### config.mk
export PLATFORM = sky130hd
export DESIGN_NAME = positron_layer_sequencer
export DESIGN_NICKNAME = d
export VERILOG_FILES = /design/src/rtl/positron_layer_sequencer.sv
export SDC_FILE = /design/constraint.sdc
export NUM_CORES = 1
export LEC_CHECK = 0
export ABC_AREA = 1
export BUFFER_PORTS_ARGS = -buffer_cell sky130_fd_sc_hd__buf_2
export CORE_ASPECT_RATIO = 0.7
export CORE_MARGIN = 5
export CORE_UTILIZATION = 49
export CTS_CLUSTER_SIZE = 40
export DETAILED_ROUTE_END_ITERATION = 12
export HOLD_SLACK_MARGIN = 0.03
export PLACE_DENSITY = 0.78
export SYNTH_ARGS = -nofsm -noshare
export SYNTH_HDL_FRONTEND = slang
export SYNTH_SLANG_ARGS = --single-unit
### constraint.sdc
create_clock -name clk -period 4.1 [get_ports clk]
set_clock_uncertainty 0.05 [all_clocks]
set_input_delay 1.025 -clock clk [delete_from_list [all_inputs] [get_ports clk]]
set_output_delay 1.025 -clock clk [all_outputs]
set_load 0.01 [all_outputs]
### src/rtl/positron_layer_sequencer.sv
// ---------------------------------------------------------------------------
// positron_layer_sequencer
//
// Sequences one fully-connected layer built from NB_POSITRON positron engines.
// On start it streams NB_UPSTREAM activations from the activation RAM to all
// positrons in lock-step, with sow/eow framing. It then collects one result
// per positron, writes the results one per cycle into the result RAM and
// pulses done_o.
//
// Ports
//   clk, rst_n      clock, asynchronous active-low reset
//   start_i         start-of-layer pulse, only honoured in IDLE
//   busy_o          high whenever the FSM is not in IDLE
//   done_o          one-cycle pulse when the layer completes
//   act_rd_en_o     activation RAM read enable
//   act_addr_o      activation RAM read address
//   act_data_i      activation RAM data, valid one cycle after act_rd_en_o
//   pos_rts_o       broadcast activation valid
//   pos_sow_o       first activation of the window
//   pos_eow_o       last activation of the window
//   pos_posit_o     broadcast activation
//   pos_rtr_i       per-positron ready (all must be high to transfer)
//   pos_res_rts_i   per-positron result valid
//   pos_res_i       packed results, positron k at [k*POSIT_WIDTH +: POSIT_WIDTH]
//   pos_res_rtr_o   per-positron result ready
//   res_we_o        result RAM write enable
//   res_addr_o      result RAM address
//   res_data_o      result RAM write data
//
// States
//   state      | meaning
//   -----------+----------------------------------------------------------
//   ST_IDLE    | waiting for start_i
//   ST_STREAM  | reading activations and broadcasting them to the positrons
//   ST_COLLECT | capturing one result per positron
//   ST_WRITE   | writing captured results to the result RAM, one per cycle
//   ST_DONE    | done_o pulse, captured mask cleared
// ---------------------------------------------------------------------------
module positron_layer_sequencer #(
  parameter int POSIT_WIDTH    = 4,
  parameter int NB_UPSTREAM    = 784,
  parameter int NB_POSITRON    = 16,
  parameter int ACT_ADDR_WIDTH = $clog2(NB_UPSTREAM),
  parameter int RES_ADDR_WIDTH = (NB_POSITRON > 1) ? $clog2(NB_POSITRON) : 1
) (
  input  logic                             clk,
  input  logic                             rst_n,
  input  logic                             start_i,
  output logic                             busy_o,
  output logic                             done_o,
  output logic                             act_rd_en_o,
  output logic [ACT_ADDR_WIDTH-1:0]        act_addr_o,
  input  logic [POSIT_WIDTH-1:0]           act_data_i,
  output logic                             pos_rts_o,
  output logic                             pos_sow_o,
  output logic                             pos_eow_o,
  output logic [POSIT_WIDTH-1:0]           pos_posit_o,
  input  logic [NB_POSITRON-1:0]           pos_rtr_i,
  input  logic [NB_POSITRON-1:0]           pos_res_rts_i,
  input  logic [NB_POSITRON*POSIT_WIDTH-1:0] pos_res_i,
  output logic [NB_POSITRON-1:0]           pos_res_rtr_o,
  output logic                             res_we_o,
  output logic [RES_ADDR_WIDTH-1:0]        res_addr_o,
  output logic [POSIT_WIDTH-1:0]           res_data_o
);

  // One extra bit so the read pointer can reach NB_UPSTREAM itself.
  localparam int CNT_W = ACT_ADDR_WIDTH + 1;
  localparam logic [CNT_W-1:0]          UPSTREAM_N = CNT_W'(NB_UPSTREAM);
  localparam logic [CNT_W-1:0]          LAST_ACT   = CNT_W'(NB_UPSTREAM - 1);
  localparam logic [RES_ADDR_WIDTH-1:0] LAST_RES   = RES_ADDR_WIDTH'(NB_POSITRON - 1);

  typedef enum logic [2:0] {
    ST_IDLE    = 3'd0,
    ST_STREAM  = 3'd1,
    ST_COLLECT = 3'd2,
    ST_WRITE   = 3'd3,
    ST_DONE    = 3'd4
  } state_t;

  state_t                    state;
  logic [CNT_W-1:0]          rd_ptr;
  logic [CNT_W-1:0]          send_cnt;
  logic [POSIT_WIDTH-1:0]    fifo_mem [2];
  logic                      fifo_wr_sel;
  logic                      fifo_rd_sel;
  logic [1:0]                fifo_cnt;
  logic                      rd_inflight;
  logic [NB_POSITRON-1:0]    captured;
  logic [POSIT_WIDTH-1:0]    res_reg [NB_POSITRON];
  logic [RES_ADDR_WIDTH-1:0] wr_idx;

  logic                      in_stream;
  logic                      in_collect;
  logic                      fifo_nempty;
  logic                      xfer;
  logic [2:0]                credit;
  logic                      rd_issue;
  logic [NB_POSITRON-1:0]    cap;

  always_comb begin
    in_stream   = (state == ST_STREAM);
    in_collect  = (state == ST_COLLECT);
    fifo_nempty = (fifo_cnt != 2'd0);
    xfer        = in_stream && fifo_nempty && (&pos_rtr_i);
    // Slots already claimed by stored entries and the outstanding read. A
    // transfer this cycle frees its slot in time for the next push, which is
    // what lets a 2-entry FIFO sustain one activation per cycle.
    credit      = {1'b0, fifo_cnt} + {2'b00, rd_inflight} - {2'b00, xfer};
    rd_issue    = in_stream && (rd_ptr < UPSTREAM_N) && (credit < 3'd2);
    cap         = pos_res_rts_i & pos_res_rtr_o;
  end

  always_comb begin
    busy_o        = (state != ST_IDLE);
    done_o        = (state == ST_DONE);
    act_rd_en_o   = rd_issue;
    act_addr_o    = rd_issue ? rd_ptr[ACT_ADDR_WIDTH-1:0] : '0;
    pos_rts_o     = in_stream && fifo_nempty;
    pos_sow_o     = pos_rts_o && (send_cnt == '0);
    pos_eow_o     = pos_rts_o && (send_cnt == LAST_ACT);
    pos_posit_o   = fifo_mem[fifo_rd_sel];
    pos_res_rtr_o = in_collect ? ~captured : '0;
    res_we_o      = (state == ST_WRITE);
    res_addr_o    = res_we_o ? wr_idx : '0;
    res_data_o    = res_we_o ? res_reg[wr_idx] : '0;
  end

  always_ff @(posedge clk or negedge rst_n) begin
    if (!rst_n) begin
      state       <= ST_IDLE;
      rd_ptr      <= '0;
      send_cnt    <= '0;
      fifo_wr_sel <= 1'b0;
      fifo_rd_sel <= 1'b0;
      fifo_cnt    <= 2'd0;
      rd_inflight <= 1'b0;
      captured    <= '0;
      wr_idx      <= '0;
      for (int i = 0; i < 2; i++) fifo_mem[i] <= '0;
      for (int k = 0; k < NB_POSITRON; k++) res_reg[k] <= '0;
    end else begin
      rd_inflight <= rd_issue;
      case (state)
        ST_IDLE: begin
          if (start_i) begin
            state       <= ST_STREAM;
            rd_ptr      <= '0;
            send_cnt    <= '0;
            fifo_wr_sel <= 1'b0;
            fifo_rd_sel <= 1'b0;
            fifo_cnt    <= 2'd0;
          end
        end
        ST_STREAM: begin
          if (rd_issue) rd_ptr <= rd_ptr + 1'b1;
          // RAM data lands one cycle after its read enable.
          if (rd_inflight) begin
            fifo_mem[fifo_wr_sel] <= act_data_i;
            fifo_wr_sel           <= ~fifo_wr_sel;
          end
          if (xfer) begin
            fifo_rd_sel <= ~fifo_rd_sel;
            send_cnt    <= send_cnt + 1'b1;
            if (send_cnt == LAST_ACT) state <= ST_COLLECT;
          end
          fifo_cnt <= fifo_cnt + {1'b0, rd_inflight} - {1'b0, xfer};
        end
        ST_COLLECT: begin
          for (int k = 0; k < NB_POSITRON; k++) begin
            if (cap[k]) res_reg[k] <= pos_res_i[k*POSIT_WIDTH +: POSIT_WIDTH];
          end
          captured <= captured | cap;
          // Uses the registered mask, so WRITE follows the last capture by a cycle.
          if (&captured) begin
            state  <= ST_WRITE;
            wr_idx <= '0;
          end
        end
        ST_WRITE: begin
          if (wr_idx == LAST_RES) state <= ST_DONE;
          else                    wr_idx <= wr_idx + 1'b1;
        end
        ST_DONE: begin
          captured <= '0;
          state    <= ST_IDLE;
        end
        default: state <= ST_IDLE;
      endcase
    end
  end

endmodule

==> flow_summary.ini <==
[route]
wl_per_cell_um = 15.5
drc = 0
drt_wl_total_um = 16600
num_vias = 5591
vias_per_cell = 5.21
first_pass_iters = 5
first_iter_violations = 323
ant_nets = 0

[outcome]
status = finished with violations
violations = negative setup slack

[synth]
synth_area_leaders = dfrtp_1 47%, nand2_1 8.8%, nor2_1 7.2%
synth_cell_type_count = 39
yosys.area.top_type = dfrtp_1
yosysTopAreaCellShare_pct = 46.8
syn_inst = 738
synth-seq-cells = 122
synth_nets = 848
syn-cell-area_um2 = 6520
syn_avg_cell_area_um2 = 8.84
ys_seq_area_share_pct = 46.8
synth_warnings = 0

[timing]
fin_ws_ns = -0.246
worstMarginPinSlew_ns = 0.803
slew_headroom_pct = 46.2
post-route-min-period_ns = 4.35
max_freq_mhz = 230
timing.final.crit_share_pct = 106
drv_slew = 0
setup_viol = 11
rsz0062_at_grt = true
hold_violations = 0

[die]
initial_core_util_pct = 49.8
die_h_um = 107
die_x_um = 148
die_area_um2 = 15800
rows = 35
io_pins = 148
core_area_um2 = 13100

[layout]
layoutNonFillerInstCount = 1073
largest_reg_flops = 64
drive_gt1_share_pct = 31.7
fin_nets = 1003
syn2layout_area_growth_pct = 24.7
nFillCells = 1129

[clocking]
clk_path_buf_depth = 2
htree_num_levels = 4
cts_made_buffers = 17
cts_sinks = 122
insertion_delay_ns = 0.41
ctsHoldBuffers = 0
cts_tree = done
clock-root-buffer = clkbuf_16
clkTransAtPathRegs_ns = 0.06

[setup_path]
end_kind = primary output
crit_fanout = 12
cp-endpoint = act_addr_o[9]
start_kind = input pin
worst-setup-path-type = in2out
worst_r2r_path_depth = 17
rrSetupSlack_ns = 0.76
worstPathArrival_ns = 3.27
cp_data_required_time_ns = 3.02
crit_path_start = pos_rtr_i[15]
timing.rr.start = state[1]
r2r_end = rd_ptr[1]

[placed_design]
hpwl_um = 12100
place.gp.congestion = 0.861
numPortBuffers = 147
dp.cells = 1038
dp_slack_ns = -0.261

[flow_run]
cap_violations = 0

[global_route]
grt_pass1_wl_um = 27200
overflow = 0
grt_pass1_vias = 5503
grtUsageTotal_pct = 21.6
grt_start_max_net_pins = 71
antenna_found_initial = 1

[power_and_ir_drop]
p_leak_nw = 4.26
p_per_area_nw_per_um2 = 662
peakVddDrop_v = 0.000356

[worst_hold_path]
hold_class = reg2reg
==> cell usage in the layout, fill, tap and decap left out, types with 3 or more instances in the layout <==
cell	n
a21oi_1	37
buf_2	145
buf_4	8
bufinv_16	3
clkbuf_16	17
clkinvlp_4	6
dfrtp_1	122
ha_1	5
inv_1	53
inv_2	5
mux2_2	28
mux2_4	28
nand2_1	153
nand2_2	3
nand2_4	7
nand3_1	29
nand4_1	14
nor2_1	114
nor2_2	10
nor2_4	3
nor2_8	8
nor3_1	7
o211ai_1	8
o21ai_0	54
o21ai_1	4
xor2_1	10
==> critical path, cell delays in order <==
cell and delay, ns:
buf_2 0.09, nand4_1 0.09, or2_4 0.26, nor4_4 0.13, ha_1 0.26, inv_1 0.06, ha_2 0.15, inv_1 0.04
fa_1 0.51, nand4_1 0.10, nor2_1 0.09, nand2_1 0.10, buf_12 0.16, nor2_2 0.08, buf_2 0.13
==> cells by family (layout without fill, tap and decap cells) <==
family	count (synthesis)	after routing	synth area share [%]
AO/OA/AOI/OAI	108	108	8.79
XOR/XNOR	11	11	1.48
adder cells (fa/ha/maj)	7	7	1.46
buffers and inverters	80	248	5.14
flip-flops	122	122	46.8
multiplexers	56	56	11.3
other	0	1	0
AND/OR/NAND/NOR	354	354	25.0
==> metrics by stage <==
step | util (%) | hold WS (ns) | area (um2) | TNS (ns) | total power, mW
3_5_place_dp | 57.1 | 0.424 | 7480 | -2.74 | 3.81
4_1_cts | 62.0 | 0.437 | 8110 | -2.73 | 5.40
6_report | 62.1 | 0.434 | 8130 | -2.58 | 5.38
2_1_floorplan | - | 0.403 | 6570 | 0 | 3.24
3_3_place_gp | 57.1 | 0.416 | 7480 | -2.77 | 3.76
5_1_grt | 62.1 | 0.464 | 8130 | -4.96 | 5.76
==> power by group <==
group | internal, mW | total, mW | leakage, nW | switching, mW
Combinational | 0.785 | 1.97 | 2.50 | 1.19
Clock | 0.974 | 1.54 | 0.281 | 0.564
Sequential | 1.60 | 1.87 | 1.48 | 0.269
==> cell usage after synthesis (all sizes together) <==
master and number:
xor2 10, fa 1, inv 59, ha 6
nor4 2, a21oi 37, o211ai 8, dfrtp 122
o31ai 2, nand2 163, clkbuf 8, o22ai 1
nor3b 1, nor2 135, nand4 14, nand3 30
nor3 8, buf 12, clkinv 1, o21ai 59
o21bai 1, or2 1, mux2 56, xnor2 1
==> how the worst min path moves through the flow <==
stage / from / endpoint / slack [ns] / cells past startpoint
floorplan: fifo_mem[2] / fifo_mem[2] / 0.40 / 2
global placement: fifo_mem[4] / fifo_mem[4] / 0.42 / 2
detailed placement: fifo_mem[7] / fifo_mem[7] / 0.42 / 2
CTS: fifo_mem[7] / fifo_mem[7] / 0.44 / 2
global route: res_reg[25] / res_reg[25] / 0.46 / 1
finish: fifo_mem[1] / fifo_mem[1] / 0.43 / 2
==> cell type report <==
| type | instances | area, um2 | area share, % |
|---|---|---|---|
| flip-flops and latches | 122 | 3050 | 37.6 |
| well taps | 166 | 208 | 2.56 |
| clock buffers | 18 | 439 | 5.40 |
| clock inverters | 14 | 171 | 2.11 |
| inverters | 60 | 228 | 2.80 |
| repair buffers | 156 | 837 | 10.3 |
| diodes | 1 | 2.50 | 0.0308 |
| multi-input cells | 536 | 3190 | 39.2 |
==> layer usage <==
metal	track usage, %	vias up	wire [um]
met3	5.84	17	1230
met1	31.7	2651	8020
met5	0	-	20
met2	31.5	182	7180
li1	-	2739	-
met4	5.93	2	152
==> timing repair <==
item,4_1_cts,5_1_grt
pin swaps,2,0
hold endpoints to repair,0,0
gates resized for setup,3,1
endpoints found under the setup margin,11,11
setup buffers,1,1
Power figures use the tool's default switching activity.
